===== src/rtl/avalon_pkg.sv =====
// Shared Avalon-MM initiator types.
// Command bundle and port FSM state encoding.
package avalon_pkg;

  localparam int AVM_ADDR_W = 32;
  localparam int AVM_DATA_W = 32;
  localparam int AVM_BE_W   = AVM_DATA_W / 8;

  typedef enum logic {
    IDLE = 1'b0,
    REQ  = 1'b1
  } avm_state_t;

  typedef struct packed {
    logic                  write;
    logic [AVM_ADDR_W-1:0] address;
    logic [AVM_DATA_W-1:0] writedata;
    logic [AVM_BE_W-1:0]   byteenable;
  } avm_cmd_t;

endpackage


===== src/rtl/avalon_master_port_resp_fifo.sv =====
// Read-response FIFO for the Avalon initiator.
// Head word is held in a register so dout never comes from a mux.
module resp_fifo #(
  parameter int WIDTH = 32,
  parameter int DEPTH = 4
) (
  input  logic             i_clk,
  input  logic             i_rst_n,
  input  logic             i_push,
  input  logic [WIDTH-1:0] i_din,
  input  logic             i_pop,
  output logic             o_full,
  output logic             o_empty,
  output logic [WIDTH-1:0] o_dout
);

  localparam int AW = $clog2(DEPTH);
  localparam int CW = AW + 1;

  logic [WIDTH-1:0] r_mem [DEPTH];
  logic [AW-1:0]    r_wptr;
  logic [AW-1:0]    r_rptr;
  logic [CW-1:0]    r_cnt;
  logic [WIDTH-1:0] r_dout;
  logic [AW-1:0]    w_rptr_nx;
  logic [CW-1:0]    w_cnt_nx;
  logic [WIDTH-1:0] w_head_nx;
  logic             w_push;
  logic             w_pop;

  assign o_full  = (r_cnt == CW'(DEPTH));
  assign o_empty = (r_cnt == '0);
  assign o_dout  = r_dout;
  assign w_push  = i_push && !o_full;
  assign w_pop   = i_pop && !o_empty;

  // Next head: bypass the incoming word when it lands at the new head.
  always_comb begin
    w_rptr_nx = r_rptr + AW'(w_pop);
    w_cnt_nx  = r_cnt + CW'(w_push) - CW'(w_pop);
    w_head_nx = r_mem[w_rptr_nx];
    if (w_cnt_nx == '0)
      w_head_nx = '0;
    else if (w_push && (r_wptr == w_rptr_nx))
      w_head_nx = i_din;
  end

  always_ff @(posedge i_clk) begin
    if (w_push)
      r_mem[r_wptr] <= i_din;
  end

  always_ff @(posedge i_clk or negedge i_rst_n) begin
    if (!i_rst_n) begin
      r_wptr <= '0;
      r_rptr <= '0;
      r_cnt  <= '0;
      r_dout <= '0;
    end else begin
      r_wptr <= r_wptr + AW'(w_push);
      r_rptr <= w_rptr_nx;
      r_cnt  <= w_cnt_nx;
      r_dout <= w_head_nx;
    end
  end

  a_no_overflow: assert property (
    @(posedge i_clk) disable iff (!i_rst_n)
    !(i_push && o_full)
  );

endmodule


===== src/rtl/avalon_master_port.sv =====
// Avalon-MM initiator: valid/ready commands in, Avalon transfers out.
// Read data returns in issue order through a credit-limited FIFO.
module avalon_master_port #(
  parameter int ADDR_W = 32,
  parameter int DATA_W = 32,
  parameter int MAX_RD = 4
) (
  input  logic                clock,
  input  logic                resetn,
  input  logic                cmd_valid,
  output logic                cmd_ready,
  input  logic                cmd_write,
  input  logic [ADDR_W-1:0]   cmd_address,
  input  logic [DATA_W-1:0]   cmd_writedata,
  input  logic [DATA_W/8-1:0] cmd_byteenable,
  output logic                rsp_valid,
  input  logic                rsp_ready,
  output logic [DATA_W-1:0]   rsp_readdata,
  output logic [ADDR_W-1:0]   avm_address,
  output logic                avm_read,
  output logic                avm_write,
  output logic [DATA_W-1:0]   avm_writedata,
  output logic [DATA_W/8-1:0] avm_byteenable,
  input  logic                avm_waitrequest,
  input  logic [DATA_W-1:0]   avm_readdata,
  input  logic                avm_readdatavalid,
  output logic                busy
);

  import avalon_pkg::*;

  localparam int BE_W = DATA_W / 8;
  localparam int CRW  = $clog2(MAX_RD) + 1;

  avm_state_t        r_state;
  logic [CRW-1:0]    r_credit;
  logic              r_read;
  logic              r_write;
  logic [ADDR_W-1:0] r_addr;
  logic [DATA_W-1:0] r_wdata;
  logic [BE_W-1:0]   r_be;

  logic w_accept;
  logic w_done;
  logic w_rd_acc;
  logic w_pop;
  logic w_credit_ok;
  logic w_empty;
  logic w_full;

  assign w_credit_ok = (r_credit < CRW'(MAX_RD));
  assign w_done      = (r_state == REQ) && !avm_waitrequest;
  assign cmd_ready   = resetn
                    && ((r_state == IDLE) || !avm_waitrequest)
                    && (cmd_write || w_credit_ok);
  assign w_accept    = cmd_valid && cmd_ready;
  assign w_rd_acc    = w_accept && !cmd_write;
  assign w_pop       = rsp_valid && rsp_ready;

  assign avm_read       = r_read;
  assign avm_write      = r_write;
  assign avm_address    = r_addr;
  assign avm_writedata  = r_wdata;
  assign avm_byteenable = r_be;
  assign rsp_valid      = !w_empty;
  assign busy = (r_state == REQ) || (r_credit != '0) || !w_empty;

  always_ff @(posedge clock or negedge resetn) begin
    if (!resetn) begin
      r_state <= IDLE;
      r_read  <= 1'b0;
      r_write <= 1'b0;
      r_addr  <= '0;
      r_wdata <= '0;
      r_be    <= '0;
    end else if (w_accept) begin
      r_state <= REQ;
      r_read  <= !cmd_write;
      r_write <= cmd_write;
      r_addr  <= cmd_address;
      r_wdata <= cmd_writedata;
      r_be    <= cmd_byteenable;
    end else if (w_done) begin
      r_state <= IDLE;
      r_read  <= 1'b0;
      r_write <= 1'b0;
    end
  end

  // Credit covers reads in flight on the fabric plus words in the FIFO.
  always_ff @(posedge clock or negedge resetn) begin
    if (!resetn) begin
      r_credit <= '0;
    end else begin
      unique case (1'b1)
        (w_rd_acc && !w_pop): r_credit <= r_credit + CRW'(1);
        (w_pop && !w_rd_acc): r_credit <= r_credit - CRW'(1);
        default: ;
      endcase
    end
  end

  resp_fifo #(
    .WIDTH (DATA_W),
    .DEPTH (MAX_RD)
  ) u_fifo (
    .i_clk   (clock),
    .i_rst_n (resetn),
    .i_push  (avm_readdatavalid),
    .i_din   (avm_readdata),
    .i_pop   (rsp_ready),
    .o_full  (w_full),
    .o_empty (w_empty),
    .o_dout  (rsp_readdata)
  );

  a_full_credit: assert property (
    @(posedge clock) disable iff (!resetn)
    w_full |-> (r_credit == CRW'(MAX_RD))
  );

endmodule


===== config.mk =====
export PLATFORM = sky130hd
export DESIGN_NAME = avalon_master_port
export DESIGN_NICKNAME = d
export VERILOG_FILES = /design/src/rtl/avalon_pkg.sv /design/src/rtl/avalon_master_port_resp_fifo.sv /design/src/rtl/avalon_master_port.sv
export SDC_FILE = /design/constraint.sdc
export NUM_CORES = 1
export LEC_CHECK = 0
export BUFFER_PORTS_ARGS = -buffer_cell sky130_fd_sc_hd__buf_2
export CORE_ASPECT_RATIO = 1.2
export CORE_MARGIN = 1
export CORE_UTILIZATION = 45
export DETAILED_ROUTE_END_ITERATION = 10
export PLACE_DENSITY = 0.77
export SLEW_MARGIN = 30
export SYNTH_ARGS = -nofsm -noshare
export SYNTH_HDL_FRONTEND = slang
export SYNTH_HIERARCHICAL = 1
export SYNTH_SLANG_ARGS = --single-unit

===== constraint.sdc =====
create_clock -name clock -period 6.6 [get_ports clock]
set_input_delay 0 -clock clock [delete_from_list [all_inputs] [get_ports clock]]
set_output_delay 0 -clock clock [all_outputs]
set_load 0.1 [all_outputs]

* Word-level counts from Yosys, hierarchy flattened
Memory sizes are Yosys's and may differ from the RTL's.
Index checks and enable logic that the tools add are counted.
Widths: inputs -> output; s select.
** Word-level totals
- Bits in registers :: 113
- Bits in latches :: 0
- Memory bits (writable) :: 128
- Memory bits (read-only) :: 0
- Bits of input ports :: 107
- Output and inout port bits :: 105
- Word-level logic and storage cells :: 56
- Memories kept :: 1
** Operators by class
- Add/subtract/negate cells :: 6
- $mul :: 0
- Div/mod/pow operators :: 0
- Magnitude comparators :: 1
- Equality and inequality tests :: 2
- Shift-type cells :: 0
- Muxes and demuxes :: 9
- Bitwise operators :: 1
- Reduce and logical (&&, ||, !) cells :: 25
** Memories
- u_fifo.r_mem :: depth 4, bits a word 32, read ports 1, clocked after Yosys merged registers in 0, wr ports 1, RTL line avalon_master_port_resp_fifo.sv:20 : logic [WIDTH-1:0] r_mem [DEPTH];
** Operator list (count)
- $mux 32 :: 2
- $logic_and 1x1->1 :: 10
- $logic_not 1->1 :: 6
- $logic_not 3->1 :: 2
- $mux 1 :: 6
- $pmux 3 s2 :: 1
- $add 2x1->2 :: 2
- $logic_or 1x1->1 :: 4
- $reduce_bool 2->1 :: 2
- $add 3x1->3 :: 1
- $add 3x1->3 const B :: 1
- $eq 3x3->1 const B :: 1
- $lt 3x3->1 const B :: 1
- $reduce_bool 3->1 :: 1
- $sub 3x1->3 :: 1
- $sub 3x1->3 const B :: 1
- $eq 2x2->1 :: 1
- $not 1->1 :: 1

* Depth between registers and ports, before layout
Gate-level depths: netlist of run 1.
- Word-level depth :: 9
- Mapped depth :: 11
- Mapped depth without buffers :: 10

* Hierarchy
The synthesis of run 1 kept the hierarchy.
** Modules (own cells, without submodules)
- resp_fifo :: instances 1, cells an instance 304, area each 6336.1 um^2, seq. area each 4819.6 um^2
- avalon_master_port :: instances 1, cells an instance 176, area each 3209.3 um^2, seq. area each 1851.8 um^2

* Worst setup path before layout of run 1
Ideal clock, no wire load.
- Path kind :: register to register
- Start point :: reg u_fifo.r_cnt[2]
- End point :: mem u_fifo.r_mem[0][0] (enable)
- Library setup time :: 0.461 ns
- Data arrival time :: 2.920 ns
- Data required time :: 6.139 ns
- Setup slack :: 3.219 ns
- Cell stages (with the launch flop) :: 4
- Path buffers :: 0
- Period minus slack after synthesis :: 3.381 ns
- Cells stage by stage :: dfrtp_1 > or3b_1 > nand2_1 > nor3_1
** On the way
- Word-level cells in the longest chain between the ends :: 5
** Ends and longest elaborated chain
- start, declared :: RTL line avalon_master_port_resp_fifo.sv:23 : logic [CW-1:0] r_cnt;
- start signal, assigned :: RTL line avalon_master_port_resp_fifo.sv:62 : r_cnt <= w_cnt_nx;
- $eq 3x3->1 :: RTL line avalon_master_port_resp_fifo.sv:31 : assign o_full = (r_cnt == CW'(DEPTH));
- $logic_not 1->1 :: RTL line avalon_master_port_resp_fifo.sv:34 : assign w_push = i_push && !o_full;
- $logic_and 1x1->1 :: RTL line avalon_master_port_resp_fifo.sv:34
- $mux 1 :: RTL line avalon_master_port_resp_fifo.sv:49 : if (w_push)
- $mux 1 (implied by the code) :: RTL line avalon_master_port_resp_fifo.sv:50 : r_mem[r_wptr] <= i_din;
- end, declared :: RTL line avalon_master_port_resp_fifo.sv:20
Every way passes these cells.

* Worst setup path after layout of run 1
- Start point :: reg u_fifo.r_cnt[1]
- End point :: reg u_fifo.r_dout[22], in the netlist u_fifo/o_dout[22]
** On the way
- Word-level cells in the longest chain between the ends :: 8
- Elaborated cells between the ends (all ways) :: 15
- Classes of those cells :: add/sub: 3; eq/ne: 2; mux: 2; reduce/logical: 7; memory: 1
** Ends and longest elaborated chain
- $logic_not 3->1 (*) :: RTL line avalon_master_port_resp_fifo.sv:32 : assign o_empty = (r_cnt == '0);
- named net w_empty :: RTL line avalon_master_port.sv:48 : logic w_empty;
- $logic_not 1->1 (*) :: RTL line avalon_master_port_resp_fifo.sv:35 : assign w_pop = i_pop && !o_empty;
- $logic_and 1x1->1 (*) :: RTL line avalon_master_port_resp_fifo.sv:35
- $add 2x1->2 (*) :: RTL line avalon_master_port_resp_fifo.sv:39 : w_rptr_nx = r_rptr + AW'(w_pop);
- named net u_fifo.w_rptr_nx[0] :: RTL line avalon_master_port_resp_fifo.sv:25 : logic [AW-1:0] w_rptr_nx;
- parallel branches: the longest is 2 deep, another holds $mem_v2 4x32
- $mux 32 (*) :: RTL line avalon_master_port_resp_fifo.sv:44 : else if (w_push && (r_wptr == w_rptr_nx))
- $mux 32 (*) :: RTL line avalon_master_port_resp_fifo.sv:42 : if (w_cnt_nx == '0)
- named net u_fifo.w_head_nx[22] :: RTL line avalon_master_port_resp_fifo.sv:27 : logic [WIDTH-1:0] w_head_nx;
- end signal, assigned :: RTL line avalon_master_port_resp_fifo.sv:63 : r_dout <= w_head_nx;
- end, declared :: RTL line avalon_master_port_resp_fifo.sv:24 : logic [WIDTH-1:0] r_dout;
Mark *: on every way through the listed nets, which the timed path passes.
A chain may end at the register's enable or synchronous reset.

==> impl_metrics.yaml, run 1 <==
outcome:
  status: "finished clean"
sta:
  worst_pin_slew_ns: 0.904
  finalCriticalPeriod_ns: 3.44
  min_period_over_period: 0.521
  fin_worst_skew_ns: 0.00660
  rsz0062_at_grt: "false"
  max_slew_margin: 0.398
  drv_slew: 0
  finalSetupViolations: 0
  setup_tns_ns: 0
  finalHoldViolCount: 0
  fmax_mhz: 291
critical_path:
  crit_type: "flip-flop to flip-flop"
  critPathRequiredTime_ns: 6.98
  path_cells: "nor3_1 > nor2b_1 > ha_2 > buf_4 > xnor2_1 > nand4_4 > mux2i_1 > nor2_1"
  cpLargestDelayFamily: "simple AND/OR/NAND/NOR gates"
  slowest_delay_ns: 0.73
  r2r-start: "u_fifo/r_cnt[1]"
  r2r_setup_slack_ns: 3.16
  critical_path.startpoint: "u_fifo/r_cnt[1]"
  cp_max_fo: 34
  worst-path-buf-inv: 1
  cp-start-kind: "flip-flop"
  r2r_cells: 8
  crit_arrival_ns: 3.82
  worst_r2r_endpoint: "u_fifo/o_dout[22]"
  slowest_stage: "nand4_4"
  end_kind: "flip-flop"
route:
  wirelength_um: 20700
  met1_length_um: 8380
  wl_per_cell_um: 18.9
  top_layer: "met5"
  vias_per_cell: 4.92
  wl_met2_um: 10500
  first_pass_iters: 4
  vias: 5410
  drc: 0
  dr_wl_met3_um: 1540
  postRouteAntennaNets: 0
  drtIter0Drc: 179
yosys:
  yosysWarnings: 6
  syn_area_per_cell_sq_um: 19.9
  synthCells: 479
  syn-num-nets: 593
  syn_area_sq_um: 9540
grt:
  grt_first_pass_wirelength_um: 31600
  grt.total_usage: 0.190
  gr-total-overflow: 0
  grt_pass1_vias: 5927
  grt_max_degree: 61
  antenna_found_initial: 1
cts:
  cts_tree: "done"
  clk_latency_ns: 0.50
  htree_levels: 1
  root_buffer: "clkbuf_16"
  clockBufferDepth: 3
  clock-sinks: 241
  path_clk_slew_ns: 0.06
  numCtsBuffers: 25
placement:
  dp.cells: 950
  io_buffers: 211
  dpl.hpwl_um: 12300
  place_congestion: 0.733
die:
  die-area_sq_um: 21800
  die_h_um: 162
  ios: 212
  start_util: 0.457
  num_rows: 58
  core-area_sq_um: 20900
  fp.dieW_um: 135
layout:
  nNetsFinal: 925
  area_delta_synth_final_pct: 33.1
  drive_gt1_frac: 0.449
  finalNonFillerCells: 1099
  antenna-diode-count: 0
min_path:
  hold_path_class: "input pin to flip-flop"
  hold_start: "avm_readdatavalid"
  hold_depth: 4
  hold_path_end: "u_fifo/r_wptr[0]"
run:
  max_cap_viol_count: 0
==> worst max path at each step <==
stage	endpoint	cells after the start
2_1_floorplan	u_fifo/r_mem[0][0]	3
3_3_place_gp	u_fifo/o_dout[4]	8
3_5_place_dp	u_fifo/o_dout[0]	8
4_1_cts	u_fifo/o_dout[0]	8
5_1_grt	u_fifo/o_dout[22]	8
6_report	u_fifo/o_dout[22]	8
==> per-stage QoR <==
step	hold slack (ns)	setup WS (ns)	instance area (sq um)	utilization
finish	0.0376	3.16	12700	0.608
global placement	0.219	3.24	10800	0.515
floorplan	-0.296	3.24	9540	-
detailed placement	0.231	3.05	10900	0.519
CTS	0.00158	3.05	12700	0.608
global route	0.0480	2.74	12700	0.608
==> cell usage in the layout, fill, tap and decap left out, types with 4 or more instances in the layout <==
cell and instances:
xor2_1 4, mux2_4 66, inv_1 9, nor2_1 33
ha_1 4, buf_4 9, edfxtp_1 128, dlygate4sd3_1 104
buf_2 210, dfrtp_1 113, nand2_1 7, mux2i_1 35
clkinv_2 4, clkbuf_16 25, mux4_2 32
==> registers in the layout, indices dropped and copies added, names as in the netlist <==
signal and cells:
u_fifo/r_rptr 2, u_fifo/r_mem 128, u_fifo/r_wptr 2, avm_writedata 32, avm_address 32, avm_write 1
avm_read 1, r_state 1, u_fifo/r_cnt 3, r_credit 3, u_fifo/o_dout 32, avm_byteenable 4
==> per-layer routing <==
layer  vias to the layer above  GRT usage
li1                       2460          -
met1                      2719      0.230
met2                       204      0.345
met3                        25     0.0399
met4                         2     0.0444
met5                         -          0
==> worst reg2reg max path: stages, from the launching register on <==
cell     delay, ns
dfrtp_1       0.41
nor3_1        0.38
nor2b_1       0.13
ha_2          0.34
buf_4         0.55
xnor2_1       0.25
nand4_4       0.73
mux2i_1       0.47
nor2_1        0.07
==> final cells by class <==
class / count / area [sq um]
tap: 270 / 338
sequential: 241 / 6670
timing repair buffer: 326 / 2240
fill: 1506 / 8200
inverter: 9 / 33.8
multi-input combinational: 208 / 2610
clock buffer: 29 / 651
clock inverter: 16 / 158
==> timing repair <==
action                    in CTS  in global routing
hold endpoints to repair     290                  0
resized for setup              0                  0
setup buffers                  0                  0
hold buffers                 104                  0
Power of run 1 is not shown: default switching activity piles up to over one toggle a cycle in this logic, so the estimate is an artifact.
==> run 2, diff against run 1 <==
--- a/config.mk
+++ b/config.mk
@@ -5,12 +5,13 @@
 export SDC_FILE = /design/constraint.sdc
 export NUM_CORES = 1
 export LEC_CHECK = 0
+export ABC_AREA = 1
 export BUFFER_PORTS_ARGS = -buffer_cell sky130_fd_sc_hd__buf_2
 export CORE_ASPECT_RATIO = 1.2
 export CORE_MARGIN = 1
 export CORE_UTILIZATION = 45
 export DETAILED_ROUTE_END_ITERATION = 10
-export PLACE_DENSITY = 0.77
+export PLACE_DENSITY = 0.79
 export SLEW_MARGIN = 30
 export SYNTH_ARGS = -nofsm -noshare
 export SYNTH_HDL_FRONTEND = slang
==> constraint.sdc (replaced) <==
create_clock -name clock -period 3.05 [get_ports clock]
set_input_delay 0 -clock clock [delete_from_list [all_inputs] [get_ports clock]]
set_output_delay 0 -clock clock [all_outputs]
set_load 0.1 [all_outputs]
==> impl_metrics.yaml, run 2 <==
outcome:
  status: "finished clean"
yosys:
  synthCells: 1036
  yosysWarnings: 6
  syn_area_sq_um: 10300
  syn_area_per_cell_sq_um: 9.96
  syn-num-nets: 1150
cts:
  clk_latency_ns: 0.53
  numCtsBuffers: 24
  path_clk_slew_ns: 0.06
  clockBufferDepth: 3
  cts_tree: "done"
  htree_levels: 1
  root_buffer: "clkbuf_16"
  ctsResizeCount: 0
  clock-sinks: 241
layout:
  ff_latch_area_sq_um: 6670
  multi_input_area_sq_um: 2960
  largest_reg_flops: 128
  final_cell_mix: "nand2_1 (475), buf_2 (210), edfxtp_1 (128)"
  area_delta_synth_final_pct: 28.6
  finalInstanceArea_sq_um: 13300
  drive_gt1_frac: 0.219
  fill_cells: 1773
  nNetsFinal: 1455
  largest_register: "u_fifo/r_mem"
  layout_commonest_cell: "nand2_1"
  fin_util: 0.591
route:
  vias: 8246
  first_pass_iters: 5
  drc: 0
  vias_per_cell: 5.03
  drtIter0Drc: 499
  wirelength_um: 26100
  wl_per_cell_um: 15.9
  postRouteAntennaNets: 0
critical_path:
  r2r_setup_slack_ns: 0.38
  slowest_delay_ns: 0.41
  cp_max_fo: 32
  slowest_stage: "dfrtp_1"
  end_kind: "flip-flop"
  cpLargestDelayFamily: "simple AND/OR/NAND/NOR gates"
  r2r-start: "u_fifo/r_cnt[2]"
  worst-path-buf-inv: 2
  crit_type: "flip-flop to flip-flop"
  cp-start-kind: "flip-flop"
  crit_arrival_ns: 3.12
  worst_r2r_endpoint: "u_fifo/o_dout[20]"
  critPathRequiredTime_ns: 3.50
  r2r_cells: 11
  path_cells: "nor3_1 > nor2_1 > ha_1 > inv_1 > ha_1 > fa_1 > nand3b_1 > nand3_2 > buf_4 > nand2_1 > nor2_1"
sta:
  rsz0062_at_grt: "false"
  finalHoldViolCount: 0
  max_slew_margin: 0.399
  drv_slew: 0
  min_period_over_period: 0.875
  finalSetupViolations: 0
  fin_worst_skew_ns: 0.0273
  whs_ns: 0.223
  fmax_mhz: 375
  finalCriticalPeriod_ns: 2.67
  worst_pin_slew_ns: 0.900
grt:
  gr-total-overflow: 0
  grt_pass1_vias: 8106
  grt.total_usage: 0.218
  grt_first_pass_wirelength_um: 40500
  antenna_found_initial: 1
  grt_max_degree: 76
placement:
  dpl.hpwl_um: 14200
  io_buffers: 211
  placed_cell_area_sq_um: 11400
  place_congestion: 0.768
die:
  ios: 212
  num_rows: 60
  start_util: 0.460
  core-area_sq_um: 22400
  die-area_sq_um: 23500
  fp.dieW_um: 140
  die_h_um: 168
min_path:
  hold_path_end: "avm_address[19]"
  hold_path_class: "input pin to flip-flop"
  hold_start: "cmd_valid"
  hold_depth: 4
run:
  max_cap_viol_count: 0
-- run 2: worst max-delay path by stage --
stage	cells after the start	slack, ns	endpoint	start
CTS	11	0.39	u_fifo/o_dout[26]	u_fifo/r_cnt[2]
global route	11	0.28	u_fifo/o_dout[29]	u_fifo/r_cnt[2]
floorplan	4	-0.21	u_fifo/r_mem[2][0]	u_fifo/r_cnt[1]
global placement	11	0.54	u_fifo/o_dout[28]	u_fifo/r_cnt[2]
finish	11	0.38	u_fifo/o_dout[20]	u_fifo/r_cnt[2]
detailed placement	11	0.40	u_fifo/o_dout[26]	u_fifo/r_cnt[2]
-- run 2: metrics by stage --
| step | TNS [ns] | cells | setup slack [ns] |
|---|---|---|---|
| 2_1_floorplan | -26.37 | 1036 | -0.206 |
| 3_3_place_gp | 0 | 1488 | 0.541 |
| 3_5_place_dp | 0 | 1488 | 0.402 |
| 4_1_cts | 0 | 1638 | 0.386 |
| 5_1_grt | 0 | 1639 | 0.283 |
| 6_report | 0 | 1639 | 0.382 |
-- run 2: final cells by class --
type	instances	share of cell area
Sequential cell	241	0.502
Tap cell	279	0.0263
Timing Repair Buffer	333	0.170
Antenna cell	1	0.000188
Multi-Input combinational cell	688	0.223
Inverter	53	0.0152
Clock inverter	7	0.00773
Clock buffer	37	0.0550
-- run 2: metal layers --
layer  vias up  track usage  part of all wire
met3        74       0.0392             0.082
li1       3902            -                 -
met5         -            0                 0
met1      3892        0.237              0.37
met2       378        0.411              0.51
met4         0       0.0994             0.039
-- run 2: what timing repair did --
item | 4_1_cts | 5_1_grt
hold endpoints to repair | 347 | 0
buffers inserted | 0 | 0
hold buffers | 106 | 0
-- run 2: worst min-delay path, cell delays in order --
cell and delay [ns]:
buf_2 0.12, buf_4 0.34, nand3_1 0.18, nand2_1 0.05
Power of run 2 is left out for the same reason.
==> run 3, diff against run 2 <==
--- a/config.mk
+++ b/config.mk
@@ -9,9 +9,9 @@
 export BUFFER_PORTS_ARGS = -buffer_cell sky130_fd_sc_hd__buf_2
 export CORE_ASPECT_RATIO = 1.2
 export CORE_MARGIN = 1
-export CORE_UTILIZATION = 45
+export CORE_UTILIZATION = 40
 export DETAILED_ROUTE_END_ITERATION = 10
-export PLACE_DENSITY = 0.79
+export PLACE_DENSITY = 0.73
 export SLEW_MARGIN = 30
 export SYNTH_ARGS = -nofsm -noshare
 export SYNTH_HDL_FRONTEND = slang
==> impl_metrics.yaml, run 3 (synthesis gave the netlist of run 2 again) <==
outcome:
  status: "finished clean"
cts:
  path_clk_slew_ns: 0.06
  root_buffer: "clkbuf_16"
  numCtsBuffers: 24
  cts_tree: "done"
  postCtsSetupBuffers: 0
  clockBufferDepth: 3
  htree_levels: 1
  clk_latency_ns: 0.52
  clock-sinks: 241
critical_path:
  slowest_stage: "fa_1"
  cp_max_fo: 21
  critical_path.startpoint: "u_fifo/r_cnt[2]"
  cp-start-kind: "flip-flop"
  r2r_cells: 11
  end_kind: "flip-flop"
  crit_type: "flip-flop to flip-flop"
  r2r-start: "u_fifo/r_cnt[2]"
  r2r_setup_slack_ns: 0.29
  crit_top_cell: "nor2_1"
  critPathRequiredTime_ns: 3.45
  worst_r2r_endpoint: "u_fifo/o_dout[13]"
  crit_arrival_ns: 3.16
  path_cells: "nor3_1 > nor2_1 > ha_1 > inv_1 > ha_1 > fa_1 > nor2_1 > nand3_2 > buf_12 > nand2_1 > nor2_1"
  slowest_delay_ns: 0.48
grt:
  grt.total_usage: 0.193
  grt_first_pass_wirelength_um: 39700
  gr-total-overflow: 0
  grt_pass1_vias: 7802
  grt_max_degree: 72
  antenna_found_initial: 1
route:
  vias: 8120
  first_pass_iters: 4
  drc: 0
  drtIter0Drc: 387
  postRouteAntennaNets: 0
  wirelength_um: 26100
  vias_per_cell: 4.79
  wl_per_cell_um: 15.4
layout:
  finalNonFillerCells: 1696
  drive_gt1_frac: 0.219
  area_delta_synth_final_pct: 29.8
  layout_commonest_cell: "nand2_1"
  nNetsFinal: 1461
  largest_reg_flops: 128
  fill_cells: 2086
  largest_register: "u_fifo/r_mem"
  final_cell_mix: "nand2_1 (475), buf_2 (210), edfxtp_1 (128)"
min_path:
  hold_path_end: "r_credit[0]"
  hold_start: "rsp_ready"
  hold_path_class: "input pin to flip-flop"
  hold_depth: 5
placement:
  io_buffers: 211
  place_congestion: 0.821
  dpl.hpwl_um: 15200
  dp.cells: 1542
die:
  fp.dieW_um: 149
  core-area_sq_um: 25400
  ios: 212
  num_rows: 64
  start_util: 0.407
  die-area_sq_um: 26400
  die_h_um: 178
sta:
  min_period_over_period: 0.906
  rsz0062_at_grt: "false"
  finalHoldViolCount: 0
  drv_slew: 0
  finalSetupViolations: 0
  fin_worst_skew_ns: 0.0113
  fmax_mhz: 362
  finalCriticalPeriod_ns: 2.76
  max_slew_margin: 0.490
  worst_pin_slew_ns: 0.762
run:
  max_cap_viol_count: 0
==> run 3: how the worst max path moves through the flow <==
stage	endpoint	slack, ns	cells after the start
3_3_place_gp	u_fifo/o_dout[22]	0.43	11
4_1_cts	u_fifo/o_dout[13]	0.27	11
5_1_grt	u_fifo/o_dout[13]	0.08	11
3_5_place_dp	u_fifo/o_dout[14]	0.30	11
6_report	u_fifo/o_dout[13]	0.29	11
2_1_floorplan	u_fifo/r_mem[2][0]	-0.21	4
==> run 3: timing repair <==
item,4_1_cts,5_1_grt
resized for setup,0,0
hold buffers,107,0
endpoints found under the hold margin,283,0
==> run 3: critical path, delay by kind of cell (launching register included) <==
kind,cells,cell delay [ns]
adders and majority gates,3,0.94
buffers and inverters,2,0.32
DFF,1,0.42
and+or+nand+nor,6,0.94
==> run 3: final cells by class <==
class	instances	area [sq um]	area share
multi-input combinational	688	2960	0.221
tap	330	413	0.0308
antenna	1	2.50	0.000187
inverter	53	201	0.0150
clock buffer	41	749	0.0560
timing repair buffer	339	2370	0.177
clock inverter	3	20.0	0.00149
sequential	241	6670	0.498
==> run 3: routing by layer <==
metal	vias to the layer above	wire, um	share of wire	global-route usage
met1	3768	10400	0.40	0.225
met3	63	2130	0.082	0.0337
li1	3924	-	-	-
met5	-	0	0	0
met2	365	12700	0.49	0.344
met4	0	809	0.031	0.0859
==> run 3: metrics by stage <==
stage                     utilization  hold WS [ns]  setup slack, ns  instance area [sq um]  TNS, ns
final                           0.528        0.0201            0.288                  13400        0
after global routing            0.528        0.0488           0.0843                  13400        0
after CTS                       0.526        0.0218            0.275                  13300        0
after detailed placement        0.453        -0.183            0.299                  11500        0
after global placement          0.453        -0.180            0.431                  11500        0
after floorplan                     -        -0.296           -0.206                  10300   -26.37
Power of run 3 is left out for the same reason.
